File: src/rtl/muldiv_pkg.sv
// Shared constants and types for the HI/LO multiply/divide sequencer.
package muldiv_pkg;

   localparam logic [5:0] FUNCT_MULTU = 6'h19;
   localparam logic [5:0] FUNCT_DIVU  = 6'h1B;

   typedef enum logic [1:0] {
      IDLE = 2'd0,
      MUL  = 2'd1,
      DIV  = 2'd2,
      DONE = 2'd3
   } muldiv_state_t;

   typedef enum logic {
      STEP_MUL = 1'b0,
      STEP_DIV = 1'b1
   } step_mode_t;

endpackage

File: src/rtl/hilo_muldiv_ctrl_if.sv
// EX-stage request and HI/LO result bundle between the pipeline and the mul/div sequencer.
interface hilo_muldiv_ctrl_if #(
   parameter int WIDTH = 32
);
   logic             start;
   logic [5:0]       funct;
   logic [WIDTH-1:0] op_a;
   logic [WIDTH-1:0] op_b;
   logic             stall;
   logic             busy;
   logic             done;
   logic             div_zero;
   logic [WIDTH-1:0] hi;
   logic [WIDTH-1:0] lo;

   modport master (
      output start, funct, op_a, op_b,
      input  stall, busy, done, div_zero, hi, lo
   );

   modport slave (
      input  start, funct, op_a, op_b,
      output stall, busy, done, div_zero, hi, lo
   );
endinterface

File: src/rtl/muldiv_step.sv
// One iteration of shift-add multiply or restoring divide on the double-width accumulator.
module muldiv_step
   import muldiv_pkg::*;
#(
   parameter int WIDTH = 32
) (
   input  step_mode_t         mode,
   input  logic [2*WIDTH-1:0] acc,
   input  logic [WIDTH-1:0]   opnd,
   output logic [2*WIDTH-1:0] acc_next
);

   logic [WIDTH:0]   sum_s;
   logic [WIDTH:0]   rem_s;
   logic [WIDTH-1:0] diff_s;

   // Next accumulator; the bit shifted out of the top still takes part in the divide compare.
   always_comb begin
      sum_s    = {1'b0, acc[2*WIDTH-1:WIDTH]}
               + (acc[0] ? {1'b0, opnd} : {(WIDTH+1){1'b0}});
      rem_s    = acc[2*WIDTH-1:WIDTH-1];
      diff_s   = rem_s[WIDTH-1:0] - opnd;
      acc_next = {(2*WIDTH){1'b0}};
      case (mode)
         STEP_MUL: acc_next = {sum_s, acc[WIDTH-1:1]};
         STEP_DIV: begin
            if (rem_s >= {1'b0, opnd}) begin
               acc_next = {diff_s, acc[WIDTH-2:0], 1'b1};
            end else begin
               acc_next = {rem_s[WIDTH-1:0], acc[WIDTH-2:0], 1'b0};
            end
         end
         default: acc_next = {(2*WIDTH){1'b0}};
      endcase
   end

endmodule

File: src/rtl/hilo_muldiv_ctrl.sv
// Multi-cycle MULTU/DIVU sequencer: freezes the pipeline while iterating, then commits HI/LO.
module hilo_muldiv_ctrl
   import muldiv_pkg::*;
#(
   parameter int WIDTH = 32,
   parameter int CNT_W = 6
) (
   input logic               clk,
   input logic               rst,
   hilo_muldiv_ctrl_if.slave bus
);

   muldiv_state_t      state_q, state_d;
   logic [CNT_W-1:0]   cnt_q, cnt_d;
   logic [2*WIDTH-1:0] acc_q, acc_d;
   logic [WIDTH-1:0]   opnd_q, opnd_d;
   logic [WIDTH-1:0]   hi_q, hi_d;
   logic [WIDTH-1:0]   lo_q, lo_d;
   logic               dz_q, dz_d;

   step_mode_t         step_mode_s;
   logic [2*WIDTH-1:0] acc_next_s;
   logic               is_mul_s;
   logic               is_div_s;
   logic               op_b_zero_s;
   logic               last_s;

   muldiv_step #(.WIDTH(WIDTH)) u_step (
      .mode     (step_mode_s),
      .acc      (acc_q),
      .opnd     (opnd_q),
      .acc_next (acc_next_s)
   );

   // Next-state, counter, accumulator and HI/LO update.
   always_comb begin
      state_d     = state_q;
      cnt_d       = cnt_q;
      acc_d       = acc_q;
      opnd_d      = opnd_q;
      hi_d        = hi_q;
      lo_d        = lo_q;
      dz_d        = dz_q;
      is_mul_s    = (bus.funct == FUNCT_MULTU);
      is_div_s    = (bus.funct == FUNCT_DIVU);
      op_b_zero_s = (bus.op_b == {WIDTH{1'b0}});
      last_s      = (cnt_q == CNT_W'(WIDTH - 1));
      step_mode_s = (state_q == DIV) ? STEP_DIV : STEP_MUL;
      case (state_q)
         IDLE: begin
            if (bus.start && is_mul_s) begin
               acc_d   = {{WIDTH{1'b0}}, bus.op_b};
               opnd_d  = bus.op_a;
               cnt_d   = {CNT_W{1'b0}};
               dz_d    = 1'b0;
               state_d = MUL;
            end else if (bus.start && is_div_s && !op_b_zero_s) begin
               acc_d   = {{WIDTH{1'b0}}, bus.op_a};
               opnd_d  = bus.op_b;
               cnt_d   = {CNT_W{1'b0}};
               dz_d    = 1'b0;
               state_d = DIV;
            end else if (bus.start && is_div_s) begin
               hi_d    = bus.op_a;
               lo_d    = {WIDTH{1'b1}};
               dz_d    = 1'b1;
               state_d = DONE;
            end else begin
               state_d = IDLE;
            end
         end
         MUL, DIV: begin
            acc_d = acc_next_s;
            cnt_d = cnt_q + {{(CNT_W-1){1'b0}}, 1'b1};
            if (last_s) begin
               hi_d    = acc_next_s[2*WIDTH-1:WIDTH];
               lo_d    = acc_next_s[WIDTH-1:0];
               state_d = DONE;
            end else begin
               state_d = state_q;
            end
         end
         DONE: begin
            // The finishing instruction is still in EX here, so start must not retrigger.
            dz_d    = 1'b0;
            state_d = IDLE;
         end
         default: state_d = IDLE;
      endcase
   end

   // Outputs: stall is combinational on start in IDLE; the rest come straight from flops.
   always_comb begin
      bus.stall    = ((state_q == IDLE) && bus.start
                      && (is_mul_s || (is_div_s && !op_b_zero_s)))
                   || (state_q == MUL) || (state_q == DIV);
      bus.busy     = (state_q == MUL) || (state_q == DIV);
      bus.done     = (state_q == DONE);
      bus.div_zero = (state_q == DONE) && dz_q;
      bus.hi       = hi_q;
      bus.lo       = lo_q;
   end

   // State registers with synchronous reset that discards any partial result.
   always_ff @(posedge clk) begin
      if (rst) begin
         state_q <= IDLE;
         cnt_q   <= {CNT_W{1'b0}};
         acc_q   <= {(2*WIDTH){1'b0}};
         opnd_q  <= {WIDTH{1'b0}};
         hi_q    <= {WIDTH{1'b0}};
         lo_q    <= {WIDTH{1'b0}};
         dz_q    <= 1'b0;
      end else begin
         state_q <= state_d;
         cnt_q   <= cnt_d;
         acc_q   <= acc_d;
         opnd_q  <= opnd_d;
         hi_q    <= hi_d;
         lo_q    <= lo_d;
         dz_q    <= dz_d;
      end
   end

endmodule
File: src/flat_wrapper.sv
// flat-port wrapper written by rule: the top's interface ports become plain ports
module hilo_muldiv_ctrl_flat import muldiv_pkg::*;
#(
   parameter int WIDTH = 32,
   parameter int CNT_W = 6
)
  (clk, rst, bus_start, bus_funct, bus_op_a, bus_op_b, bus_stall, bus_busy, bus_done, bus_div_zero, bus_hi, bus_lo);
  hilo_muldiv_ctrl_if #(.WIDTH(WIDTH)) bus_i ();
  input logic clk;
  input logic rst;
  input wire logic [$bits(bus_i.start)-1:0] bus_start;
  input wire logic [$bits(bus_i.funct)-1:0] bus_funct;
  input wire logic [$bits(bus_i.op_a)-1:0] bus_op_a;
  input wire logic [$bits(bus_i.op_b)-1:0] bus_op_b;
  output wire logic [$bits(bus_i.stall)-1:0] bus_stall;
  output wire logic [$bits(bus_i.busy)-1:0] bus_busy;
  output wire logic [$bits(bus_i.done)-1:0] bus_done;
  output wire logic [$bits(bus_i.div_zero)-1:0] bus_div_zero;
  output wire logic [$bits(bus_i.hi)-1:0] bus_hi;
  output wire logic [$bits(bus_i.lo)-1:0] bus_lo;
  assign bus_i.start = bus_start;
  assign bus_i.funct = bus_funct;
  assign bus_i.op_a = bus_op_a;
  assign bus_i.op_b = bus_op_b;
  assign bus_stall = bus_i.stall;
  assign bus_busy = bus_i.busy;
  assign bus_done = bus_i.done;
  assign bus_div_zero = bus_i.div_zero;
  assign bus_hi = bus_i.hi;
  assign bus_lo = bus_i.lo;
  hilo_muldiv_ctrl #(.WIDTH(WIDTH), .CNT_W(CNT_W)) u_core (.clk(clk), .rst(rst), .bus(bus_i));
endmodule
File: config.mk
export PLATFORM = sky130hd
export DESIGN_NAME = hilo_muldiv_ctrl_flat
export DESIGN_NICKNAME = d
export VERILOG_FILES = /design/src/rtl/muldiv_pkg.sv /design/src/rtl/hilo_muldiv_ctrl_if.sv /design/src/rtl/muldiv_step.sv /design/src/rtl/hilo_muldiv_ctrl.sv /design/src/flat_wrapper.sv
export SDC_FILE = /design/constraint.sdc
export NUM_CORES = 1
export LEC_CHECK = 0
export CORE_MARGIN = 2
export CORE_UTILIZATION = 59
export CTS_CLUSTER_SIZE = 14
export DETAILED_ROUTE_END_ITERATION = 8
export DONT_BUFFER_PORTS = 1
export PLACE_DENSITY = 0.77
export SYNTH_ARGS = -nofsm -noshare
export SYNTH_HDL_FRONTEND = slang
export SYNTH_SLANG_ARGS = --single-unit
File: constraint.sdc
create_clock -name clk -period 3.5 [get_ports clk]
set_clock_uncertainty 0.2 [all_clocks]
set_input_delay 0.525 -clock clk [delete_from_list [all_inputs] [get_ports clk]]
set_output_delay 0.525 -clock clk [all_outputs]
set_load 0.03 [all_outputs]
==> impl_metrics.tcl, run 1 <==
set metrics [dict create \
    status "finished with violations" \
    violations "negative setup slack" \
    grt_pass1_vias 11814 \
    power_mw 14.2 \
    dr.pass1.iters 7 \
    drt_iter0_markers 1281 \
    cap_violations 0 \
    max_freq_mhz 284 \
    finalHoldViolCount 0 \
    grtUsageTotal_pct 37.7 \
    area_delta_synth_final_pct 20.9 \
    wire_per_inst_um 22.2 \
    post-place-ws_ns -0.105 \
    fin_crit_sh_pct 101 \
    cts_root_buf "clkbuf_16" \
    cts_max_level 4 \
    dp_cells 1861 \
    crit_arrival_ns 3.64 \
    yosysTopAreaCell "dfxtp_1" \
    setup_viol 2 \
    antenna_found_initial 0 \
    rsz0062_at_grt "true" \
    initial_core_util_pct 59.5 \
    holdWs_ns 0.0450 \
    drtAntennaViolNets 0 \
    synth-edff-count 0 \
    slew_violations 0 \
    ir_worst_vdd_v 0.000964 \
    io_buffers 0 \
    fillers 1598 \
    cts-buffers-inserted 17 \
    path_class "reg -> reg" \
    die_x_um 146 \
    grt_start_max_net_pins 112 \
    routed_wl_um 42300 \
    fin_cells 1905 \
    dp_hpwl_um 30800 \
    die-area_um2 21400 \
    syn_avg_cell_area_um2 7.91 \
    path_max_fanout 4 \
    num_rows 52 \
    gp_congestion 0.986 \
    clk-insertion-delay-late_ns 0.44 \
    postSynth.asyncResetShare_pct 0 \
    ys_seq_area_share_pct 28.4 \
    cellPowerDensity_nw_per_um2 987 \
    synthCells 1508 \
    overflow 0 \
    min_period_ns 3.53 \
    ys_seq_elements 169 \
    die_h_um 146 \
    tightest_slew_ns 1.06 \
    nets 1766 \
    synthesis.area_um2 11900 \
    worstSetupEndpointType "flop" \
    ys.flop_type "dfxtp_1" \
    ios 141 \
    clkTransAtPathRegs_ns 0.07 \
    drcViolationCount 0 \
    crit_required_ns 3.62 \
    grt_pass1_wl_um 64300 \
    coreArea_um2 20000 \
    ctsLongestPathBuffers 2 \
    worstSetupStartpointType "flop" \
    syn-num-nets 1652 \
    tritoncts "yes" \
    dpl_cell_area_um2 13400 \
    n_antenna_cell 0 \
    ys_warn_count 0 \
    yosysTopAreaCellShare_pct 28.4 \
    layout-drive-gt1-share_pct 19.1 \
    routed_via_density 6.65 \
    finalSetupTns_ns -0.0477 \
    clock_sink_count 169 \
    finish.instance_area_um2 14400 \
    num_vias 12659 \
    slew_headroom_pct 29.5 \
    hold_path_class "in -> reg" \
    setup_slack_ns -0.0262 \
    synthTopCellsByArea "dfxtp_1 (28%), ha_1 (7.2%), a211oi_1 (7.0%)" \
    synth_cell_types 73 \
    p_leak_nw 5.81 \
    finalCoreUtilization_pct 72.0 \
]
-- kinds of logic (layout without fill, tap and decap cells) --
group	after synthesis	after routing	synth area share [%]
xor+xnor	49	49	3.60
flops	169	169	28.4
simple gates	454	454	18.6
mux	78	78	6.61
fa+ha+maj	71	71	7.57
buf+inv	159	286	5.19
compound gates	528	528	30.1
-- worst max-delay path, cell delays in order, from the launching register on --
cell and delay (ns):
dfxtp_1 0.36, inv_1 0.06, ha_1 0.36, and3_1 0.27, nor4b_1 0.17, buf_4 0.14, a221o_1 0.36, a211o_4 0.37
buf_4 0.16, or3_1 0.31, a31o_1 0.29, a221o_1 0.37
-- state kept, by name, indices dropped and copies added, names as in the netlist --
| register | flops |
|---|---|
| u_core.bus.hi | 32 |
| u_core.acc_q | 64 |
| u_core.cnt_q | 6 |
| u_core.dz_q | 1 |
| u_core.bus.lo | 32 |
| u_core.state_q | 2 |
| u_core.opnd_q | 32 |
-- cells in the final DEF (no fill, tap or decap), types with 10 or more instances in the layout --
| master | n |
|---|---|
| and2_1 | 36 |
| a21o_1 | 24 |
| xnor2_1 | 31 |
| nor2b_1 | 35 |
| a22o_1 | 14 |
| and4_1 | 14 |
| xor2_1 | 17 |
| and3_1 | 23 |
| a211oi_1 | 104 |
| nor3_1 | 11 |
| o21a_1 | 16 |
| a21oi_1 | 125 |
| a31oi_1 | 20 |
| a311oi_1 | 32 |
| nand3_1 | 21 |
| ha_1 | 59 |
| nand2_1 | 98 |
| buf_4 | 193 |
| inv_1 | 50 |
| o21ai_0 | 75 |
| nor4_1 | 10 |
| nand4_1 | 16 |
| a211o_1 | 12 |
| dfxtp_1 | 165 |
| mux2i_1 | 71 |
| clkbuf_16 | 17 |
| nor2_1 | 160 |
-- synthesized netlist by cell type, types with 3 or more instances --
master / number
and2_1: 39
a221oi_1: 4
a31oi_1: 26
buf_1: 6
clkbuf_1: 87
o22ai_1: 5
o21bai_1: 9
inv_1: 52
nor2b_1: 35
nor3_1: 11
a22oi_1: 3
and4_1: 14
dfxtp_1: 169
a211o_1: 13
nor4_1: 10
o211ai_1: 9
xnor2_1: 31
mux2i_1: 72
nand4_1: 16
nand2_1: 98
ha_1: 69
o21a_1: 16
a21o_1: 25
o311a_1: 3
xor2_1: 18
o21ai_0: 84
buf_2: 12
nor2_1: 160
o31ai_1: 5
or3_1: 8
nand2b_1: 3
a221o_1: 6
a211oi_1: 112
a22o_1: 14
mux2_2: 6
and3_1: 25
o211a_1: 4
a311oi_1: 32
a21oi_1: 131
nand3_1: 21
-- power breakdown --
group,internal (mW),leakage [nW],switching (mW)
Clock,0.957,0.282,0.923
Sequential,2.51,1.37,1.16
Combinational,3.38,4.15,5.30
-- metal layers --
metal	routed length, µm	track usage [%]	vias up
li1	-	-	5815
met1	17400	51.7	5960
met2	18300	56.4	745
met3	4830	11.1	139
met4	1750	13.5	0
met5	0	0	-
-- layout make-up --
class / instances / area, µm² / share of cell area [%]
clock inverter: 14 / 154 / 1.07
tap: 270 / 338 / 2.34
inverter: 53 / 199 / 1.38
sequential: 169 / 3390 / 23.5
clock buffer: 18 / 429 / 2.98
multi-input combinational: 1180 / 8330 / 57.7
timing repair buffer: 201 / 1590 / 11.0
-- path summary, 6_finish.rpt --
check                        start           endpoint  slack [ns]  depth (start not counted)
hold / removal                 rst  u_core.state_q[1]        0.05                          2
setup / recovery  u_core.opnd_q[3]  u_core.bus.hi[10]       -0.03                         11
setup reg to reg  u_core.opnd_q[3]  u_core.bus.hi[10]       -0.03                         11
hold reg to reg    u_core.cnt_q[1]    u_core.cnt_q[1]        0.31                          2
-- what timing repair did --
item / 4_1_cts / 5_1_grt
hold endpoints to repair: 102 / 0
setup buffers: 0 / 11
resized for setup: 12 / 67
hold buffers: 1 / 0
setup endpoints to repair: 18 / 58
gates cloned: 0 / 0
pin swaps: 3 / 33
Power figures use the tool's default switching activity.
==> run 2, diff against run 1 <==
--- a/config.mk
+++ b/config.mk
@@ -5,11 +5,12 @@
 export SDC_FILE = /design/constraint.sdc
 export NUM_CORES = 1
 export LEC_CHECK = 0
-export CORE_MARGIN = 2
+export CORE_MARGIN = 1.5
 export CORE_UTILIZATION = 59
 export CTS_CLUSTER_SIZE = 14
 export DETAILED_ROUTE_END_ITERATION = 8
 export DONT_BUFFER_PORTS = 1
+export GPL_ROUTABILITY_DRIVEN = 0
 export PLACE_DENSITY = 0.77
 export SYNTH_ARGS = -nofsm -noshare
 export SYNTH_HDL_FRONTEND = slang
==> run 2 against run 1 <==
Compared with the run above: the run still ends with negative setup slack left; count of clock-buffer cells in the layout unchanged; largest power group unchanged; worst setup slack improved by 0.020 ns; design area decreased by 2.5%; first-iteration DRC count increased by 6.1%; worst hold slack gained 0.0036 ns; combinational power is 2.5% lower; clock power about the same; largest cell class unchanged; power shrank 1.5%; register-to-register slack improved by 0.02 ns; highest routed layer unchanged.
==> impl_metrics.tcl, run 2 (same netlist as run 1, synthesis figures left out) <==
set metrics [dict create \
    path_cells "ha_4, and3_2, nor4b_1, buf_4, a221o_1, a211o_1, buf_4, or3_1, a31o_1, a221o_1" \
    nets 1729 \
    wire_per_inst_um 21.5 \
    cts-buffers-inserted 17 \
    worstHoldPathCells 2 \
    grt_pass1_vias 11526 \
    die-area_um2 21100 \
    finalSetupTns_ns -0.00616 \
    worstSetupEndpointType "flop" \
    regMostFlops "u_core.acc_q" \
    ctsLongestPathBuffers 2 \
    rsz0062_at_grt "true" \
    largest_reg_flops 64 \
    dp_hpwl_um 29100 \
    r2r_start "u_core.acc_q[35]" \
    max_freq_mhz 285 \
    busiest_layer "met2" \
    crit_required_ns 3.62 \
    drt_iter0_markers 1359 \
    clk-insertion-delay-late_ns 0.44 \
    status "finished with violations" \
    die_x_um 145 \
    antenna_found_initial 0 \
    cellPowerDensity_nw_per_um2 998 \
    area_delta_synth_final_pct 17.9 \
    crit_arrival_ns 3.63 \
    clkTransAtPathRegs_ns 0.07 \
    r2r-end "u_core.bus.hi[10]" \
    finalHoldViolCount 0 \
    fin_crit_sh_pct 100 \
    final_common_cell "dfxtp_1" \
    routed_via_density 6.63 \
    initial_core_util_pct 60.7 \
    grt_start_max_net_pins 103 \
    overflow 0 \
    layout-drive-gt1-share_pct 16.3 \
    cts_max_level 4 \
    setup_slack_ns -0.00616 \
    worstHoldStart "rst" \
    violations "negative setup slack" \
    grt_pass1_wl_um 62000 \
    io_buffers 0 \
    hold_path_class "in -> reg" \
    max_stage_delay_ns 0.57 \
    tightest_slew_ns 0.814 \
    cts_root_buf "clkbuf_16" \
    r2r.worst_path.cells 10 \
    ios 141 \
    p_leak_nw 5.61 \
    min_period_ns 3.51 \
    setup_viol 1 \
    num_vias 12355 \
    holdPathEnd "u_core.state_q[1]" \
    holdWs_ns 0.0486 \
    ir_worst_vdd_v 0.000741 \
    path_class "reg -> reg" \
    routed_wl_um 40000 \
    grtUsageTotal_pct 36.6 \
    grt_util_met3_pct 8.52 \
    ff2ff_setup_slack_ns -0.006 \
    n_antenna_cell 0 \
    drtAntennaViolNets 0 \
    path_max_fanout 5 \
    layout_common_cells "dfxtp_1 (163), nor2_1 (160), buf_4 (156)" \
    num_rows 51 \
    dr.pass1.iters 8 \
    grtUsageMet2_pct 55.2 \
    tritoncts "yes" \
    slew_violations 0 \
    drcViolationCount 0 \
    worstSetupStartpointType "flop" \
    cap_violations 0 \
    clock_sink_count 169 \
    die_h_um 145 \
    met1_usage_pct 50.5 \
    coreArea_um2 19700 \
    slew_headroom_pct 45.7 \
    worst_path_max_delay_cell "dfxtp_1" \
]
-- run 2: layer usage --
layer,part of all wire [%],vias to the layer above
li1,-,5744
met5,0,-
met1,41,5789
met3,12,109
met4,3.8,0
met2,44,713
-- run 2: where the power goes --
group          internal (mW)  total (mW)  switching [mW]
combinational           3.28        8.46            5.19
clock                   1.01        1.89           0.880
sequential              2.52        3.67            1.16
total                   6.81        14.0            7.22
-- run 2: repair_timing --
action,4_1_cts,5_1_grt
resized for setup,5,53
buffers inserted,4,7
endpoints found under the hold margin,102,0
pin swaps,4,24
endpoints found under the setup margin,10,62
hold buffers,1,0
-- run 2: worst max path at each step --
stage                          start                 to  slack [ns]
floorplan            u_core.acc_q[0]   u_core.acc_q[59]        0.28
global placement     u_core.acc_q[0]  u_core.bus.hi[25]       -0.04
detailed placement   u_core.acc_q[0]  u_core.bus.hi[25]       -0.12
CTS                  u_core.acc_q[0]  u_core.bus.hi[18]       -0.03
global route         u_core.acc_q[0]   u_core.acc_q[57]        -0.1
finish              u_core.acc_q[35]  u_core.bus.hi[10]      -0.006
-- run 2: critical path, delay by kind of cell (launching register included) --
family,cells,cell delay [ns]
buffers and inverters,2,0.31
DFF,1,0.57
and+or+nand+nor,3,0.69
adders and majority gates,1,0.29
AOI/OAI and AO/OA,4,1.35
-- run 2: cell type report --
cell class                      count  area, µm²
Timing Repair Buffer              164       1330
Sequential cell                   169       3390
Inverter                           53        199
Clock buffer                       18        429
Fill cell                        1557       5590
Multi-Input combinational cell   1180       8220
Tap cell                          265        332
Clock inverter                     14        161
-- run 2: through the flow --
step | cells | utilization, % | worst slack (ns) | power [mW] | cell area [µm²]
after floorplan | 1508 | - | 0.277 | 8.78 | 11900
after global placement | 1819 | 66.7 | -0.0438 | 11.4 | 13100
after detailed placement | 1819 | 66.7 | -0.123 | 11.5 | 13100
after CTS | 1856 | 70.1 | -0.0303 | 13.5 | 13800
after global routing | 1863 | 71.5 | -0.0964 | 14.7 | 14100
final | 1863 | 71.5 | -0.00616 | 14.0 | 14100
